$ cat src/rtl/miscv_pkg.sv
// Shared types and constants for the 16-bit MiSC-V pipeline front end.
package miscv_pkg;

    localparam int XLEN = 16;

    // Instruction word used for pipeline bubbles and squashed slots.
    localparam logic [XLEN-1:0] NOP_INSTR = 16'h0000;

    // Fetch sequencer states.
    typedef enum logic [1:0] {
        S_IDLE = 2'd0,  // one quiet cycle after reset
        S_REQ  = 2'd1,  // issuing / waiting on a live request
        S_DROP = 2'd2   // waiting on a squashed request whose data is discarded
    } fetch_state_t;

    // One buffered fetch result.
    typedef struct packed {
        logic [XLEN-1:0] pc;
        logic [XLEN-1:0] ir;
    } fetch_entry_t;

    // Sequential instruction address (instructions are 2 bytes, wraps at 2^16).
    function automatic logic [XLEN-1:0] pc_plus2(input logic [XLEN-1:0] pc);
        return pc + XLEN'(2);
    endfunction

endpackage

$ cat src/rtl/fetch_fifo.sv
// Two-entry FIFO holding returned fetch words until decode accepts them.
// Flush outranks push, so a word returning in a redirect cycle never lands.
module fetch_fifo
    import miscv_pkg::*;
(
    input  logic         CLK,
    input  logic         Reset,
    input  logic         push,
    input  fetch_entry_t push_data,
    input  logic         pop,
    input  logic         flush,
    output logic [1:0]   count,
    output fetch_entry_t head
);

    fetch_entry_t mem [2];
    logic         rd_ptr;
    logic         wr_ptr;
    logic         do_push;
    logic         do_pop;

    assign do_pop  = pop && (count != 2'd0);
    assign do_push = push && ((count != 2'd2) || do_pop);

    // Pointer and occupancy bookkeeping; reset and flush both empty the FIFO.
    // NOTE: registers use <= so every flop in this block samples pre-edge values.
    always_ff @(posedge CLK) begin
        if (Reset || flush) begin
            rd_ptr <= 1'b0;
            wr_ptr <= 1'b0;
            count  <= 2'd0;
        end else begin
            if (do_push) wr_ptr <= ~wr_ptr;
            if (do_pop)  rd_ptr <= ~rd_ptr;
            case ({do_push, do_pop})
                2'b10:   count <= count + 2'd1;
                2'b01:   count <= count - 2'd1;
                default: count <= count;
            endcase
        end
    end

    // Entry storage written on accepted pushes.
    // NOTE: the data array is deliberately not reset; count alone decides which entries are valid.
    always_ff @(posedge CLK) begin
        if (do_push && !flush) mem[wr_ptr] <= push_data;
    end

    assign head = mem[rd_ptr];

endmodule

$ cat src/rtl/fetch_unit.sv
// Instruction-fetch stage of the MiSC-V pipeline: owns the PC, keeps at most
// one instruction-memory request outstanding, buffers returned words in a
// two-entry FIFO and presents them to the IF/ID register.
// Optional feature macro: FETCH_STALLCNT_EN adds the stall_cycles counter port.
module fetch_unit #(
    parameter logic [15:0] RESET_PC  = 16'h0000,
    parameter logic [15:0] NOP_INSTR = miscv_pkg::NOP_INSTR
) (
    input  logic        CLK,
    input  logic        Reset,
    output logic        imem_req,
    output logic [15:0] imem_addr,
    input  logic        imem_ack,
    input  logic [15:0] imem_rdata,
    input  logic        stall,
    input  logic        redirect,
    input  logic [15:0] redirect_pc,
    output logic        if_write,
    output logic [15:0] if_pc,
    output logic [15:0] if_pcp2,
    output logic [15:0] if_ir
`ifdef FETCH_STALLCNT_EN
    ,
    output logic [15:0] stall_cycles
`endif
);

    import miscv_pkg::*;

    fetch_state_t state_q, state_d;
    logic [15:0]  pc_q, pc_d;
    logic [15:0]  drop_addr_q, drop_addr_d;
    logic         pending_q, pending_d;

    logic         fifo_push;
    logic         fifo_pop;
    logic         fifo_flush;
    logic [1:0]   fifo_count;
    fetch_entry_t fifo_head;
    fetch_entry_t fifo_in;
    logic         fifo_empty;

    // Bit 0 of the redirect target is forced to zero, so it is intentionally unused.
    logic         unused_redirect_bit0;
    assign unused_redirect_bit0 = redirect_pc[0];

    assign fifo_empty = (fifo_count == 2'd0);
    assign fifo_in    = '{pc: pc_q, ir: imem_rdata};

    fetch_fifo u_fifo (
        .CLK       (CLK),
        .Reset     (Reset),
        .push      (fifo_push),
        .push_data (fifo_in),
        .pop       (fifo_pop),
        .flush     (fifo_flush),
        .count     (fifo_count),
        .head      (fifo_head)
    );

    // Sequencer state, PC and outstanding-request bookkeeping.
    always_ff @(posedge CLK) begin
        if (Reset) begin
            state_q     <= S_IDLE;
            pc_q        <= RESET_PC;
            drop_addr_q <= RESET_PC;
            pending_q   <= 1'b0;
        end else begin
            state_q     <= state_d;
            pc_q        <= pc_d;
            drop_addr_q <= drop_addr_d;
            pending_q   <= pending_d;
        end
    end

    // Next-state logic, memory handshake and IF/ID presentation.
    // NOTE: every signal gets a default first so no path can infer a latch.
    always_comb begin
        state_d     = state_q;
        pc_d        = pc_q;
        drop_addr_d = drop_addr_q;
        pending_d   = pending_q;
        imem_req    = 1'b0;
        imem_addr   = pc_q;
        fifo_push   = 1'b0;
        fifo_pop    = 1'b0;
        fifo_flush  = 1'b0;
        if_write    = 1'b0;
        if_pc       = 16'h0000;
        if_pcp2     = 16'h0000;
        if_ir       = NOP_INSTR;

        unique case (state_q)
            S_IDLE: begin
                state_d = S_REQ;
            end
            S_REQ: begin
                // A raised request is held; a new one starts only with room to land
                // and never in a redirect cycle (its address would be wrong-path).
                imem_req  = pending_q || (!redirect && (fifo_count <= 2'd1));
                pending_d = imem_req && !imem_ack;
                if (redirect) begin
                    if (pending_d) begin
                        state_d     = S_DROP;
                        drop_addr_d = pc_q;
                        pending_d   = 1'b0;
                    end
                end else if (imem_req && imem_ack) begin
                    fifo_push = 1'b1;
                    pc_d      = pc_plus2(pc_q);
                end
            end
            S_DROP: begin
                // Squashed request stays on the bus at its original address.
                imem_req  = 1'b1;
                imem_addr = drop_addr_q;
                if (imem_ack) state_d = S_REQ;
            end
            default: begin
                state_d = S_IDLE;
            end
        endcase

        if (redirect) begin
            fifo_flush = 1'b1;
            pc_d       = {redirect_pc[15:1], 1'b0};
        end

        // Redirect slot and empty FIFO both present a bubble.
        if_write = redirect || !stall;
        if (!redirect && !fifo_empty) begin
            if_pc   = fifo_head.pc;
            if_pcp2 = pc_plus2(fifo_head.pc);
            if_ir   = fifo_head.ir;
        end
        fifo_pop = !redirect && !stall && !fifo_empty;

        // Reset silences the bus and the IF/ID strobe; a late ack is ignored.
        if (Reset) begin
            imem_req = 1'b0;
            if_write = 1'b0;
            if_pc    = 16'h0000;
            if_pcp2  = 16'h0000;
            if_ir    = NOP_INSTR;
        end
    end

`ifdef FETCH_STALLCNT_EN
    // Saturating count of cycles in which decode held IF/ID.
    always_ff @(posedge CLK) begin
        if (Reset) begin
            stall_cycles <= 16'h0000;
        end else if (stall && (stall_cycles != 16'hFFFF)) begin
            stall_cycles <= stall_cycles + 16'd1;
        end
    end
`endif

endmodule
$ cat config.mk
export PLATFORM = sky130hd
export DESIGN_NAME = fetch_unit
export DESIGN_NICKNAME = d
export VERILOG_FILES = /design/src/rtl/miscv_pkg.sv /design/src/rtl/fetch_fifo.sv /design/src/rtl/fetch_unit.sv
export SDC_FILE = /design/constraint.sdc
export NUM_CORES = 1
export LEC_CHECK = 0
export ABC_AREA = 1
export BUFFER_PORTS_ARGS = -buffer_cell sky130_fd_sc_hd__buf_2
export CORE_MARGIN = 5
export CORE_UTILIZATION = 45
export DETAILED_ROUTE_END_ITERATION = 7
export PLACE_DENSITY = 0.69
export SETUP_SLACK_MARGIN = 0.4
export SLEW_MARGIN = 10
export SYNTH_ARGS = -nofsm -noshare
export SYNTH_HDL_FRONTEND = slang
export SYNTH_SLANG_ARGS = --single-unit
$ cat constraint.sdc
create_clock -name CLK -period 4.1 [get_ports CLK]
set_input_delay 0.205 -clock CLK [delete_from_list [all_inputs] [get_ports CLK]]
set_output_delay 0.205 -clock CLK [all_outputs]
set_load 0.01 [all_outputs]
# Yosys cells after proc, flatten, opt, wreduce, memory -nomap -nowiden
# Memories as Yosys holds them, arrays and structs flattened. A register that Yosys moved wholly into a read port is not among the register bits.
# Index checks and enable logic that the tools add are counted.
word_totals:
  ramBits: 64
  reg_bits: 39
  wordCells: 80
  n_memories: 1
  out_inout_bits: 66
  inputBits: 37
classes:
  n_addsub: 4
  muxes: 27
  bitwise_logic: 2
  n_reduce_logical: 29
  order_cmp: 1
  eq_ne: 8
mem_list:
  columns: ["memory", "depth", "word_bits", "read_ports", "rd_ports_with_merged_regs", "wr", "line_no", "text"]
  rows:
  - ["u_fifo.mem", 2, 32, 1, 1, 1, "fetch_fifo.sv:16", "fetch_entry_t mem [2];"]
ops:
  columns: ["operator", "n"]
  rows:
  - ["16-bit two-way mux", 10]
  - ["16-bit by 2-bit adder with 16-bit output (second input constant)", 2]
  - ["1-bit two-way mux", 11]
  - ["1-bit logical AND", 9]
  - ["2-bit != test (second input constant)", 4]
  - ["2-bit nonzero test", 4]
  - ["2-bit two-way mux", 3]
  - ["2-bit case mux with 3 select lines", 1]
  - ["3-bit AND reduction", 2]
  - ["1-bit zero test", 5]
  - ["2-bit by 1-bit equality test with 1-bit output (second input constant)", 2]
  - ["2-bit equality test (second input constant)", 2]
  - ["2-bit zero test", 2]
  - ["1-bit logical OR", 4]
  - ["2-bit case mux with 2 select lines", 1]
  - ["2-bit AND reduction", 2]
  - ["2-bit by 1-bit adder with 2-bit output (second input constant)", 1]
  - ["2-bit by 1-bit <= comparator with 1-bit output (second input constant)", 1]
  - ["1-bit NOT", 2]
  - ["1-bit case mux with 2 select lines", 1]
  - ["2-bit OR reduction", 1]
  - ["2-bit by 1-bit subtractor with 2-bit output (second input constant)", 1]

# Logic depth before layout (Yosys ltp)
# Gate-level depths: netlist (run 1).
logic_depth:
  word_depth: 11
  mapped_depth: 13
  depth_no_buf: 13

# By module
# A second synthesis (run 1) with hierarchy kept.
hier_totals:
  hier_cells: 557
  area_unflattened_um2: 5016.1
modules_own_cells:
  columns: ["mod", "cells_each", "instances", "area_each_um2", "seq_area_each_um2"]
  rows:
  - ["fetch_fifo", 135, 1, 2561.2, 2021.9]
  - ["fetch_unit", 422, 1, 2454.9, 660.6]

# Worst setup path before layout (run 1)
# No wires, ideal clock.
synth_path:
  path_type: "register to register"
  startpoint: "reg u_fifo.count[0]"
  endpoint: "mem u_fifo.mem[1][0] (netlist bit) (enable)"
  setup_time_ns: 0.420
  required_ns: 3.680
  path_stages_with_launch: 9
  path_slack_ns: 1.175
  arrival_time_ns: 2.505
  period_less_slack_ns: 2.925
  path_buffers: 0
  cell_sequence: "dfxtp_1 -> inv_1 -> ha_1 -> nor2_1 -> inv_1 -> or2_2 -> nand2_1 -> nand2_1 -> nor2_1"
synth_via:
  elab_chain_len: 11
  elab_cells_between_ends: 18
  cone_classes: "1 x order compare; 1 x eq/ne; 5 x mux; 11 x reduce/logical"
synth_lines:
  columns: ["item", "line_no", "text"]
  rows:
  - ["start, declared", "fetch_fifo.sv:12", "output logic [1:0] count,"]
  - ["start signal, assigned", "fetch_fifo.sv:36", "2'b10: count <= count + 2'd1;"]
  - ["start signal, assigned", "fetch_fifo.sv:37", "2'b01: count <= count - 2'd1;"]
  - ["start signal, assigned", "fetch_fifo.sv:38", "default: count <= count;"]
  - ["2-bit by 1-bit <= comparator with 1-bit output", "fetch_unit.sv:100", "imem_req = pending_q || (!redirect && (fifo_count <= 2'd1));"]
  - ["1-bit logical AND", "fetch_unit.sv:100", null]
  - ["1-bit logical OR", "fetch_unit.sv:100", null]
  - ["1-bit logical AND", "fetch_unit.sv:108", "end else if (imem_req && imem_ack) begin"]
  - ["1-bit two-way mux", "fetch_unit.sv:108", null]
  - ["1-bit two-way mux", "fetch_unit.sv:102", "if (redirect) begin"]
  - ["1-bit two-way mux", "fetch_unit.sv:93", "unique case (state_q)"]
  - ["1-bit logical AND *", "fetch_fifo.sv:23", "assign do_push = push && ((count != 2'd2) || do_pop);"]
  - ["1-bit logical AND *", "fetch_fifo.sv:46", "if (do_push && !flush) mem[wr_ptr] <= push_data;"]
  - ["1-bit two-way mux *", "fetch_fifo.sv:46", null]
  - ["1-bit two-way mux (not written as such) *", "fetch_fifo.sv:46", null]
  - ["end, declared", "fetch_fifo.sv:16", null]
# Every way passes the cells marked *; elsewhere a longest branch is shown, timed or not.

==> impl_metrics.py, run 1 <==
metrics = {
    "drt": {
        "ant_nets": 0,
        "via_per_inst": 5.02,
        "drt-initial-drc-count": 316,
        "drc_errors": 0,
        "first_pass_drt_iterations": 7,
        "routed_wirelength_um": 11600,
        "num_vias": 4314,
        "final_routed_wire_length_divided_by_cell_count_um": 13.5,
    },
    "timing": {
        "max_clock_freq_mhz": 375,
        "final_critical_path_setup_slack_ns": 1.43,
        "final.period_utilization": 0.651,
        "fin_worst_skew_ns": 0.00945,
        "relSlewSlack": 0.559,
        "whs_ns": 0.0395,
        "timing_max_transition_violations_final": 0,
        "grt_setup_unrepaired": "false",
        "final_report_setup_violation_count": 0,
        "timing.setup.tns_ns": 0,
        "layout_min_cycle_time_ns": 2.67,
        "hold_viol_final": 0,
        "worst_pin_slew_ns": 0.661,
    },
    "setup_path": {
        "critical_path.cell_chain": "inv_2, or2_1, o21ai_2, inv_1, ha_1, nand3_2, nor2_4, a21oi_1, nor3_1, buf_2",
        "critPathMaxStageDelay_ns": 0.39,
        "cp.required_ns": 3.89,
        "worstPathArrival_ns": 2.46,
        "cpMaxStageDelayCell": "sky130_fd_sc_hd__inv_2",
        "timing.critical_path.from_type": "flip-flop",
        "timing.setup.critical_path_class": "flip-flop to output port",
        "critPathCaptureType": "output port",
        "crit_path_max_fanout": 28,
    },
    "cts": {
        "worst_setup_hold_path_clk_slew_ns": 0.08,
        "clock_sink_count": 100,
        "clock_tree_from_tritoncts": "built",
        "cts-resized-gates": 0,
        "cts_buf_count": 9,
        "cts_hold_buffers": 0,
        "cts_max_path_buffers": 2,
        "post_cts.repair.setup_buffers": 0,
        "clock_latency_ns": 0.35,
        "cts-root-buf": "sky130_fd_sc_hd__clkbuf_16",
        "cts_htree_levels": 3,
    },
    "synthesis": {
        "postSynthCellCount": 622,
        "synth_top_area_frac": 0.369,
        "post_synth_instance_area_sq_mm": 0.00505,
        "synth_area_leaders": "sky130_fd_sc_hd__edfxtp_1 37%, sky130_fd_sc_hd__dfxtp_1 15%, sky130_fd_sc_hd__nand2_1 13%",
        "yosysTopAreaCell": "sky130_fd_sc_hd__edfxtp_1",
        "syn_avg_cell_area_sq_um": 8.12,
        "yosys_warnings": 0,
        "synth-seq-cells": 100,
        "synth.yosys.seq_area_share": 0.519,
        "yosysUniqueCellTypes": 35,
    },
    "final_layout": {
        "layout.cells.most_common": "sky130_fd_sc_hd__nand2_1",
        "num_antenna_cells": 0,
        "layout_common_cells": "172 x sky130_fd_sc_hd__nand2_1, 98 x sky130_fd_sc_hd__buf_2, 69 x sky130_fd_sc_hd__inv_1",
        "area_delta_synth_final_pct": 17.9,
        "final_net_count": 761,
        "finalNonFillerCells": 859,
        "drive_gt1_frac": 0.199,
    },
    "pwr": {
        "max-vdd-ir-drop_v": 0.000269,
        "cellLeakagePower_nw": 2.68,
        "powerDensity_mw_per_mm2": 356,
        "comb_power_share": 0.070,
        "power.total_mw": 2.12,
        "power.sequential.fraction": 0.526,
        "power_frac_clock": 0.405,
        "netsw_mw": 0.535,
        "switching_share": 0.253,
        "p_int_mw": 1.58,
    },
    "global_routing": {
        "grt_start_max_net_pins": 42,
        "grt_antenna_before_repair": 0,
        "vias_in_the_first_global_route": 3992,
        "grt_pass1_wl_um": 19000,
        "overflow_left_after_global_routing": 0,
        "grtUsageTotal": 0.176,
    },
    "die": {
        "initial_core_util": 0.462,
        "die_w_um": 116,
        "rows": 38,
        "die_y_um": 116,
        "floorplan.die_area_sq_mm": 0.0134,
        "ioPinCount": 103,
        "core_sq_mm": 0.0109,
    },
    "placed_design": {
        "post_detail_place_hpwl_um": 8350,
        "post-place-cells": 843,
        "numPortBuffers": 98,
        "place_ws_ns": 1.18,
        "place_congestion": 0.842,
    },
    "outcome": {
        "run_status": "complete, no violations",
    },
    "job": {
        "maxCapViolCount": 0,
    },
    "min_path": {
        "min-delay-path-class": "input pin to flip-flop",
    },
}
## cell type report
class / instances / area, sq um
fillers: 999 / 4980
flip-flops and latches: 100 / 2620
multi-input cells: 424 / 2020
repair buffers: 106 / 551
inverters: 73 / 275
clock buffers: 9 / 225
well taps: 140 / 175
clock inverters: 7 / 86.3
## synthesized netlist by cell type
library cell	n
sky130_fd_sc_hd__nand2_1	172
sky130_fd_sc_hd__inv_1	69
sky130_fd_sc_hd__edfxtp_1	62
sky130_fd_sc_hd__nor2_1	60
sky130_fd_sc_hd__a21oi_1	52
sky130_fd_sc_hd__o21ai_0	49
sky130_fd_sc_hd__dfxtp_1	38
sky130_fd_sc_hd__nand3_1	32
sky130_fd_sc_hd__ha_1	10
sky130_fd_sc_hd__buf_2	9
sky130_fd_sc_hd__clkbuf_1	9
sky130_fd_sc_hd__nand4_1	8
sky130_fd_sc_hd__o21ai_1	6
sky130_fd_sc_hd__xor2_1	6
sky130_fd_sc_hd__buf_4	5
sky130_fd_sc_hd__nor3_1	5
sky130_fd_sc_hd__nand2_2	4
sky130_fd_sc_hd__nor2_4	3
sky130_fd_sc_hd__buf_6	2
sky130_fd_sc_hd__inv_2	2
sky130_fd_sc_hd__nand3_2	2
sky130_fd_sc_hd__o21ai_2	2
sky130_fd_sc_hd__or2_1	2
sky130_fd_sc_hd__or2_2	2
sky130_fd_sc_hd__buf_1	1
sky130_fd_sc_hd__clkbuf_2	1
sky130_fd_sc_hd__clkinv_1	1
sky130_fd_sc_hd__clkinv_2	1
sky130_fd_sc_hd__conb_1	1
sky130_fd_sc_hd__nand2_4	1
sky130_fd_sc_hd__nor2_2	1
sky130_fd_sc_hd__o21ai_4	1
sky130_fd_sc_hd__o21bai_1	1
sky130_fd_sc_hd__o32ai_1	1
sky130_fd_sc_hd__xnor2_1	1
## routing by layer
metal | vias to the layer above | part of all wire | global-route usage
li1 | 2207 | - | -
met1 | 1943 | 0.44 | 0.243
met2 | 149 | 0.47 | 0.288
met3 | 15 | 0.077 | 0.0371
met4 | 0 | 0.011 | 0.0379
met5 | - | 0 | 0
## per-stage QoR
step                      cell area [sq um]  utilization
final                                  5950        0.544
after global routing                   5950        0.544
after CTS                              5950        0.544
after detailed placement               5640        0.516
after global placement                 5640        0.516
after floorplan                        5060            -
## worst max-delay path: cells and delay by family (launching register included)
kind / cells / cell delay (ns)
buffers and inverters: 3 / 0.72
and+or+nand+nor: 4 / 0.68
DFF: 1 / 0.32
adders and majority gates: 1 / 0.24
AOI/OAI and AO/OA: 2 / 0.17
## state kept, by name, indices dropped and copies added, names as in the netlist, named ones only
name	count
u_fifo.wr_ptr	1
u_fifo.mem	62
drop_addr_q	15
state_q	2
pending_q	1
pc_q	15
u_fifo.count	2
u_fifo.rd_ptr	1
## power groups by stage
stage	logic [mW]	registers, mW	clock network [mW]
finish	0.147	1.11	0.856
global route	0.168	1.12	0.923
CTS	0.148	1.11	0.875
detailed placement	0.147	1.14	0
global placement	0.142	1.13	0
floorplan	0.0962	1.13	0
## cell families after synthesis
kind of cell    synth area share
xor+xnor                  0.0121
compound gates             0.116
flops                      0.519
simple gates               0.243
other cells             0.000743
buf+inv                   0.0838
fa+ha+maj                 0.0248
## path summary, 6_finish.rpt
kind                                                   start                     endpoint  slack [ns]  cells past startpoint
worst max register to register  u_fifo.count[1]$_SDFFE_PP0P_  u_fifo.mem[1][31]$_DFFE_PP_        1.51                     12
worst min register to register   drop_addr_q[2]$_SDFFE_PP0P_  drop_addr_q[2]$_SDFFE_PP0P_        0.45                      2
worst min-delay path                           imem_rdata[4]   u_fifo.mem[0][4]$_DFFE_PP_        0.04                      1
worst max-delay path                               flip-flop                   if_pcp2[7]        1.43                     10
(Power assumes the default switching activity.)
==> inputs of run 2 (changes only) <==
==> constraint.sdc (replaced) <==
create_clock -name CLK -period 2.59 [get_ports CLK]
set_input_delay 0.1295 -clock CLK [delete_from_list [all_inputs] [get_ports CLK]]
set_output_delay 0.1295 -clock CLK [all_outputs]
set_load 0.01 [all_outputs]
==> impl_metrics.py, run 2 (same netlist as run 1, synthesis figures left out) <==
metrics = {
    "cts": {
        "cts_buf_count": 9,
        "worst_setup_hold_path_clk_slew_ns": 0.07,
        "clock_latency_ns": 0.34,
        "cts_max_path_buffers": 2,
        "clock_sink_count": 100,
        "cts-root-buf": "sky130_fd_sc_hd__clkbuf_16",
        "cts_htree_levels": 3,
        "clock_tree_from_tritoncts": "built",
    },
    "placed_design": {
        "post_detail_place_hpwl_um": 8460,
        "place_congestion": 0.858,
        "numPortBuffers": 98,
        "place_ws_ns": 0.504,
        "placement.cell_area_sq_mm": 0.00569,
    },
    "min_path": {
        "hold_path_depth": 5,
        "whs_endpoint": "pc_q[6]$_SDFFE_PP0P_",
        "min-delay-path-class": "input pin to flip-flop",
        "hp-start": "redirect_pc[6]",
    },
    "setup_path": {
        "critical_path.cell_chain": "inv_1, ha_1, nor2_4, buf_12, clkinvlp_4, buf_4, a21oi_1, buf_2",
        "critPathMaxStageDelay_ns": 0.36,
        "cp.required_ns": 2.46,
        "cp.buffers_inverters": 5,
        "timing.critical_path.from_type": "flip-flop",
        "r2r-start": "u_fifo.count[1]$_SDFFE_PP0P_",
        "cpMaxStageDelayCell": "sky130_fd_sc_hd__dfxtp_1",
        "critPathCaptureType": "output port",
        "crit_path_max_fanout": 5,
        "timing.rr.end": "u_fifo.count[0]$_SDFFE_PP0P_",
        "crit_family": "buffers and inverters",
        "timing.setup.critical_path_class": "flip-flop to output port",
        "r2r_setup_slack_ns": 0.58,
        "worstPathArrival_ns": 1.96,
        "ff_to_ff_path_depth": 10,
    },
    "drt": {
        "drt-initial-drc-count": 348,
        "drc_errors": 0,
        "num_vias": 4401,
        "via_per_inst": 4.97,
        "first_pass_drt_iterations": 4,
        "routed_wirelength_um": 12400,
        "final_routed_wire_length_divided_by_cell_count_um": 14.0,
        "ant_nets": 0,
    },
    "global_routing": {
        "grt_start_max_net_pins": 32,
        "overflow_left_after_global_routing": 0,
        "vias_in_the_first_global_route": 4178,
        "grtUsageTotal": 0.187,
        "grt_antenna_before_repair": 0,
        "grt_pass1_wl_um": 20100,
    },
    "pwr": {
        "power.total_mw": 3.40,
        "max-vdd-ir-drop_v": 0.000356,
        "powerDensity_mw_per_mm2": 533,
        "cellLeakagePower_nw": 2.83,
        "power.sequential.fraction": 0.518,
        "p_int_mw": 2.60,
        "comb_power_share": 0.079,
        "power_frac_clock": 0.403,
        "netsw_mw": 0.803,
        "switching_share": 0.236,
    },
    "die": {
        "floorplan.die_area_sq_mm": 0.0134,
        "core_sq_mm": 0.0109,
        "die_w_um": 116,
        "initial_core_util": 0.462,
        "ioPinCount": 103,
        "rows": 38,
        "die_y_um": 116,
    },
    "final_layout": {
        "max_flop_register": "u_fifo.mem",
        "num_antenna_cells": 0,
        "final_net_count": 788,
        "layout_common_cells": "168 x sky130_fd_sc_hd__nand2_1, 98 x sky130_fd_sc_hd__buf_2, 67 x sky130_fd_sc_hd__inv_1",
        "fillers": 964,
        "finalCoreUtilization": 0.584,
        "design_area_sq_mm": 0.00638,
        "drive_gt1_frac": 0.231,
        "area_delta_synth_final_pct": 26.4,
        "reg.largest.list": "u_fifo.mem (62), drop_addr_q (15), pc_q (15)",
        "largest_register_ffs": 62,
        "layout.cells.most_common": "sky130_fd_sc_hd__nand2_1",
        "regArea_sq_mm": 0.00263,
        "multiInputGateArea_sq_mm": 0.00209,
    },
    "timing": {
        "final.period_utilization": 0.806,
        "max_clock_freq_mhz": 479,
        "grt_setup_unrepaired": "true",
        "timing_max_transition_violations_final": 0,
        "hold_viol_final": 0,
        "layout_min_cycle_time_ns": 2.09,
        "final_critical_path_setup_slack_ns": 0.503,
        "final_report_setup_violation_count": 0,
        "timing.setup.tns_ns": 0,
        "fin_worst_skew_ns": 0.00462,
    },
    "outcome": {
        "run_status": "complete, no violations",
    },
    "job": {
        "maxCapViolCount": 0,
    },
}
run 2: cell count changes in the layout (fill, tap and decap cells not counted), moves of 3 or more:
cell / change
sky130_fd_sc_hd__o21ai_0: -4
sky130_fd_sc_hd__nor2_1: -7
sky130_fd_sc_hd__clkinvlp_4: +3
sky130_fd_sc_hd__o21ai_1: +4
sky130_fd_sc_hd__dlygate4sd3_1: +16
sky130_fd_sc_hd__nor2_4: +3
sky130_fd_sc_hd__nor2_2: +4
sky130_fd_sc_hd__nand2_1: -4
sky130_fd_sc_hd__buf_6: +3
sky130_fd_sc_hd__nand2_2: +4
sky130_fd_sc_hd__buf_12: +5
run 2: worst max path at each step:
stage                                            start                         end  slack (ns)  depth (start not counted)
final                     u_fifo.count[1]$_SDFFE_PP0P_                    if_ir[8]        0.50                          8
after global routing      u_fifo.count[1]$_SDFFE_PP0P_                 if_pcp2[10]        0.38                          9
after CTS                                    flip-flop                  if_pcp2[7]        0.40                         10
after detailed placement                     flip-flop                 if_pcp2[13]        0.50                         11
after global placement                       flip-flop                 if_pcp2[13]        0.55                         11
after floorplan           u_fifo.count[0]$_SDFFE_PP0P_  u_fifo.mem[1][0]$_DFFE_PP_        0.17                          8
run 2: worst register-to-register path: stages, from the launching register on:
cell and delay [ns]:
sky130_fd_sc_hd__dfxtp_1 0.36, sky130_fd_sc_hd__inv_1 0.09, sky130_fd_sc_hd__ha_1 0.24, sky130_fd_sc_hd__nor2_2 0.11
sky130_fd_sc_hd__inv_1 0.04, sky130_fd_sc_hd__or2_2 0.27, sky130_fd_sc_hd__nand2_1 0.08, sky130_fd_sc_hd__nand2_2 0.11
sky130_fd_sc_hd__ha_1 0.35, sky130_fd_sc_hd__o21ai_0 0.21, sky130_fd_sc_hd__a21oi_1 0.06
run 2: power by group through the flow:
stage | logic [mW] | registers, mW | clock network [mW]
finish | 0.267 | 1.76 | 1.37
global route | 0.302 | 1.77 | 1.47
CTS | 0.262 | 1.76 | 1.39
detailed placement | 0.238 | 1.80 | 0
global placement | 0.231 | 1.79 | 0
floorplan | 0.153 | 1.78 | 0
run 2: area by class of cell:
cell class                 instances  share of cell area
clock buffer                       9              0.0353
clock inverter                     7              0.0125
inverter                          73              0.0437
multi-input combinational        424               0.327
sequential                       100               0.412
tap                              140              0.0275
timing repair buffer             131               0.140
timing repair inverter             2             0.00196
run 2: stage by stage:
stage,hold slack [ns],cells
floorplan,0.228,624
global placement,0.319,847
detailed placement,0.324,847
CTS,0.0961,883
global route,0.120,886
finish,0.101,886
run 2: what timing repair did:
action	CTS	global route
hold buffers	16	0
setup endpoints to repair	29	90
cloned	3	2
pin swaps	1	3
resized for setup	14	23
setup buffers	1	1
endpoints found under the hold margin	32	0
run 2: routing by layer:
layer / global-route usage / wire (um)
met1: 0.270 / 5760
met4: 0.0588 / 123
met5: 0 / 0
met2: 0.291 / 5660
met3: 0.0287 / 873
==> inputs of run 3 (changes only) <==
==> constraint.sdc (replaced) <==
create_clock -name CLK -period 2 [get_ports CLK]
set_input_delay 0.1 -clock CLK [delete_from_list [all_inputs] [get_ports CLK]]
set_output_delay 0.1 -clock CLK [all_outputs]
set_load 0.01 [all_outputs]
==> impl_metrics.py, run 3 (same netlist as run 1, synthesis figures left out) <==
metrics = {
    "die": {
        "die_w_um": 116,
        "floorplan.die_area_sq_mm": 0.0134,
        "rows": 38,
        "initial_core_util": 0.462,
        "core_sq_mm": 0.0109,
        "ioPinCount": 103,
        "die_y_um": 116,
    },
    "timing": {
        "final.period_utilization": 1.04,
        "hold_viol_final": 0,
        "timing.setup.tns_ns": -0.414,
        "final_critical_path_setup_slack_ns": -0.0787,
        "final_report_setup_violation_count": 8,
        "grt_setup_unrepaired": "true",
        "layout_min_cycle_time_ns": 2.08,
        "timing_max_transition_violations_final": 0,
        "fin_worst_skew_ns": 0.00664,
        "max_clock_freq_mhz": 481,
    },
    "drt": {
        "final_routed_wire_length_divided_by_cell_count_um": 17.3,
        "num_vias": 4968,
        "routed_wirelength_um": 16200,
        "via_per_inst": 5.29,
        "drc_errors": 0,
        "ant_nets": 0,
        "drt-initial-drc-count": 427,
        "first_pass_drt_iterations": 5,
    },
    "outcome": {
        "violations": "negative setup slack",
        "run_status": "complete, but fails checks",
    },
    "final_layout": {
        "finalCoreUtilization": 0.725,
        "num_antenna_cells": 0,
        "max_flop_register": "u_fifo.mem",
        "layout_common_cells": "145 x sky130_fd_sc_hd__nand2_1, 78 x sky130_fd_sc_hd__buf_2, 62 x sky130_fd_sc_hd__edfxtp_1",
        "final_net_count": 841,
        "reg.largest.list": "u_fifo.mem (62), drop_addr_q (15), pc_q (15)",
        "drive_gt1_frac": 0.426,
        "finalNonFillerCells": 939,
        "area_delta_synth_final_pct": 57.1,
        "largest_register_ffs": 62,
        "layout.cells.most_common": "sky130_fd_sc_hd__nand2_1",
    },
    "global_routing": {
        "grt_pass1_wl_um": 22200,
        "vias_in_the_first_global_route": 4568,
        "grt_start_max_net_pins": 23,
        "grt_antenna_before_repair": 0,
        "grtUsageTotal": 0.208,
        "overflow_left_after_global_routing": 0,
    },
    "setup_path": {
        "crit_path_max_fanout": 7,
        "worst-path-stages": 8,
        "cp.required_ns": 1.90,
        "cpMaxStageDelayCell": "sky130_fd_sc_hd__dfxtp_4",
        "critical_path.cell_chain": "inv_8, or2_4, o21ai_4, inv_2, ha_4, buf_4, a21oi_1, buf_2",
        "worstPathArrival_ns": 1.98,
        "ff_to_ff_path_depth": 13,
        "timing.critical_path.from_type": "flip-flop",
        "timing.critical_path.to": "if_pcp2[3]",
        "timing.setup.critical_path_class": "flip-flop to output port",
        "r2r-start": "u_fifo.count[1]$_SDFFE_PP0P_",
        "timing.rr.end": "u_fifo.mem[1][15]$_DFFE_PP_",
        "r2r_setup_slack_ns": 0.12,
        "crit_family": "buffers and inverters",
        "critPathMaxStageDelay_ns": 0.44,
        "critPathCaptureType": "output port",
        "cp.buffers_inverters": 4,
    },
    "placed_design": {
        "place_ws_ns": 0.126,
        "post-place-cells": 854,
        "numPortBuffers": 98,
        "place_congestion": 0.879,
        "post_detail_place_hpwl_um": 8640,
    },
    "cts": {
        "cts_buf_count": 9,
        "cts_max_path_buffers": 2,
        "cts_htree_levels": 3,
        "clock_tree_from_tritoncts": "built",
        "cts-root-buf": "sky130_fd_sc_hd__clkbuf_16",
        "clock_latency_ns": 0.34,
        "clock_sink_count": 100,
        "worst_setup_hold_path_clk_slew_ns": 0.07,
    },
    "pwr": {
        "cellLeakagePower_nw": 3.36,
        "max-vdd-ir-drop_v": 0.000423,
        "powerDensity_mw_per_mm2": 581,
    },
    "job": {
        "maxCapViolCount": 0,
    },
    "min_path": {
        "min-delay-path-class": "input pin to flip-flop",
    },
}
-- run 3: what timing repair did --
item / in CTS / in global routing
gates cloned: 8 / 2
pin swaps: 22 / 45
hold endpoints to repair: 32 / 0
resized for setup: 126 / 150
hold buffers: 16 / 0
buffers inserted: 25 / 18
setup endpoints to repair: 135 / 150
-- run 3: area by class of cell --
cell class / instances / area (sq um)
Sequential cell: 100 / 2640
Fill cell: 686 / 3000
Clock inverter: 6 / 72.6
Tap cell: 140 / 175
Clock buffer: 10 / 229
Inverter: 73 / 317
Timing Repair inverter: 1 / 11.3
Timing Repair Buffer: 185 / 1740
Multi-Input combinational cell: 424 / 2750
-- run 3: metrics by stage --
step | hold slack [ns] | area (sq um) | total power [mW]
after global routing | 0.0762 | 7930 | 4.78
after floorplan | 0.199 | 5120 | 2.51
after detailed placement | 0.292 | 5830 | 2.65
after global placement | 0.289 | 5830 | 2.64
after CTS | 0.0560 | 7150 | 4.46
final | 0.0700 | 7930 | 4.61
-- run 3: how the worst min path moves through the flow --
stage	endpoint	depth (start not counted)	slack, ns	start
after floorplan	u_fifo.mem[0][0]$_DFFE_PP_	0	0.20	imem_rdata[0]
after global placement	u_fifo.mem[0][6]$_DFFE_PP_	1	0.29	imem_rdata[6]
after CTS	pc_q[8]$_SDFFE_PP0P_	5	0.06	redirect_pc[8]
after global routing	pc_q[8]$_SDFFE_PP0P_	5	0.08	redirect_pc[8]
after detailed placement	u_fifo.mem[1][8]$_DFFE_PP_	1	0.29	imem_rdata[8]
final	pc_q[8]$_SDFFE_PP0P_	5	0.07	redirect_pc[8]
-- run 3: tightest hold or removal path, delay by kind of cell --
kind                   cells  cell delay (ns)
and+or+nand+nor            3             0.17
buffers and inverters      2             0.12
-- run 3: metal layers --
layer / vias to the layer above / GRT usage / wire length (um) / share of wire
li1: 2382 / - / - / -
met1: 2363 / 0.263 / 6440 / 0.40
met2: 182 / 0.364 / 8330 / 0.51
met3: 41 / 0.0392 / 1010 / 0.062
met4: 0 / 0.0603 / 428 / 0.026
met5: - / 0 / 0 / 0
-- run 3: where the power goes --
| group | internal [mW] | switching (mW) |
|---|---|---|
| registers | 2.23 | 0.0669 |
| logic | 0.238 | 0.291 |
| clock network | 0.987 | 0.796 |
| total | 3.46 | 1.15 |
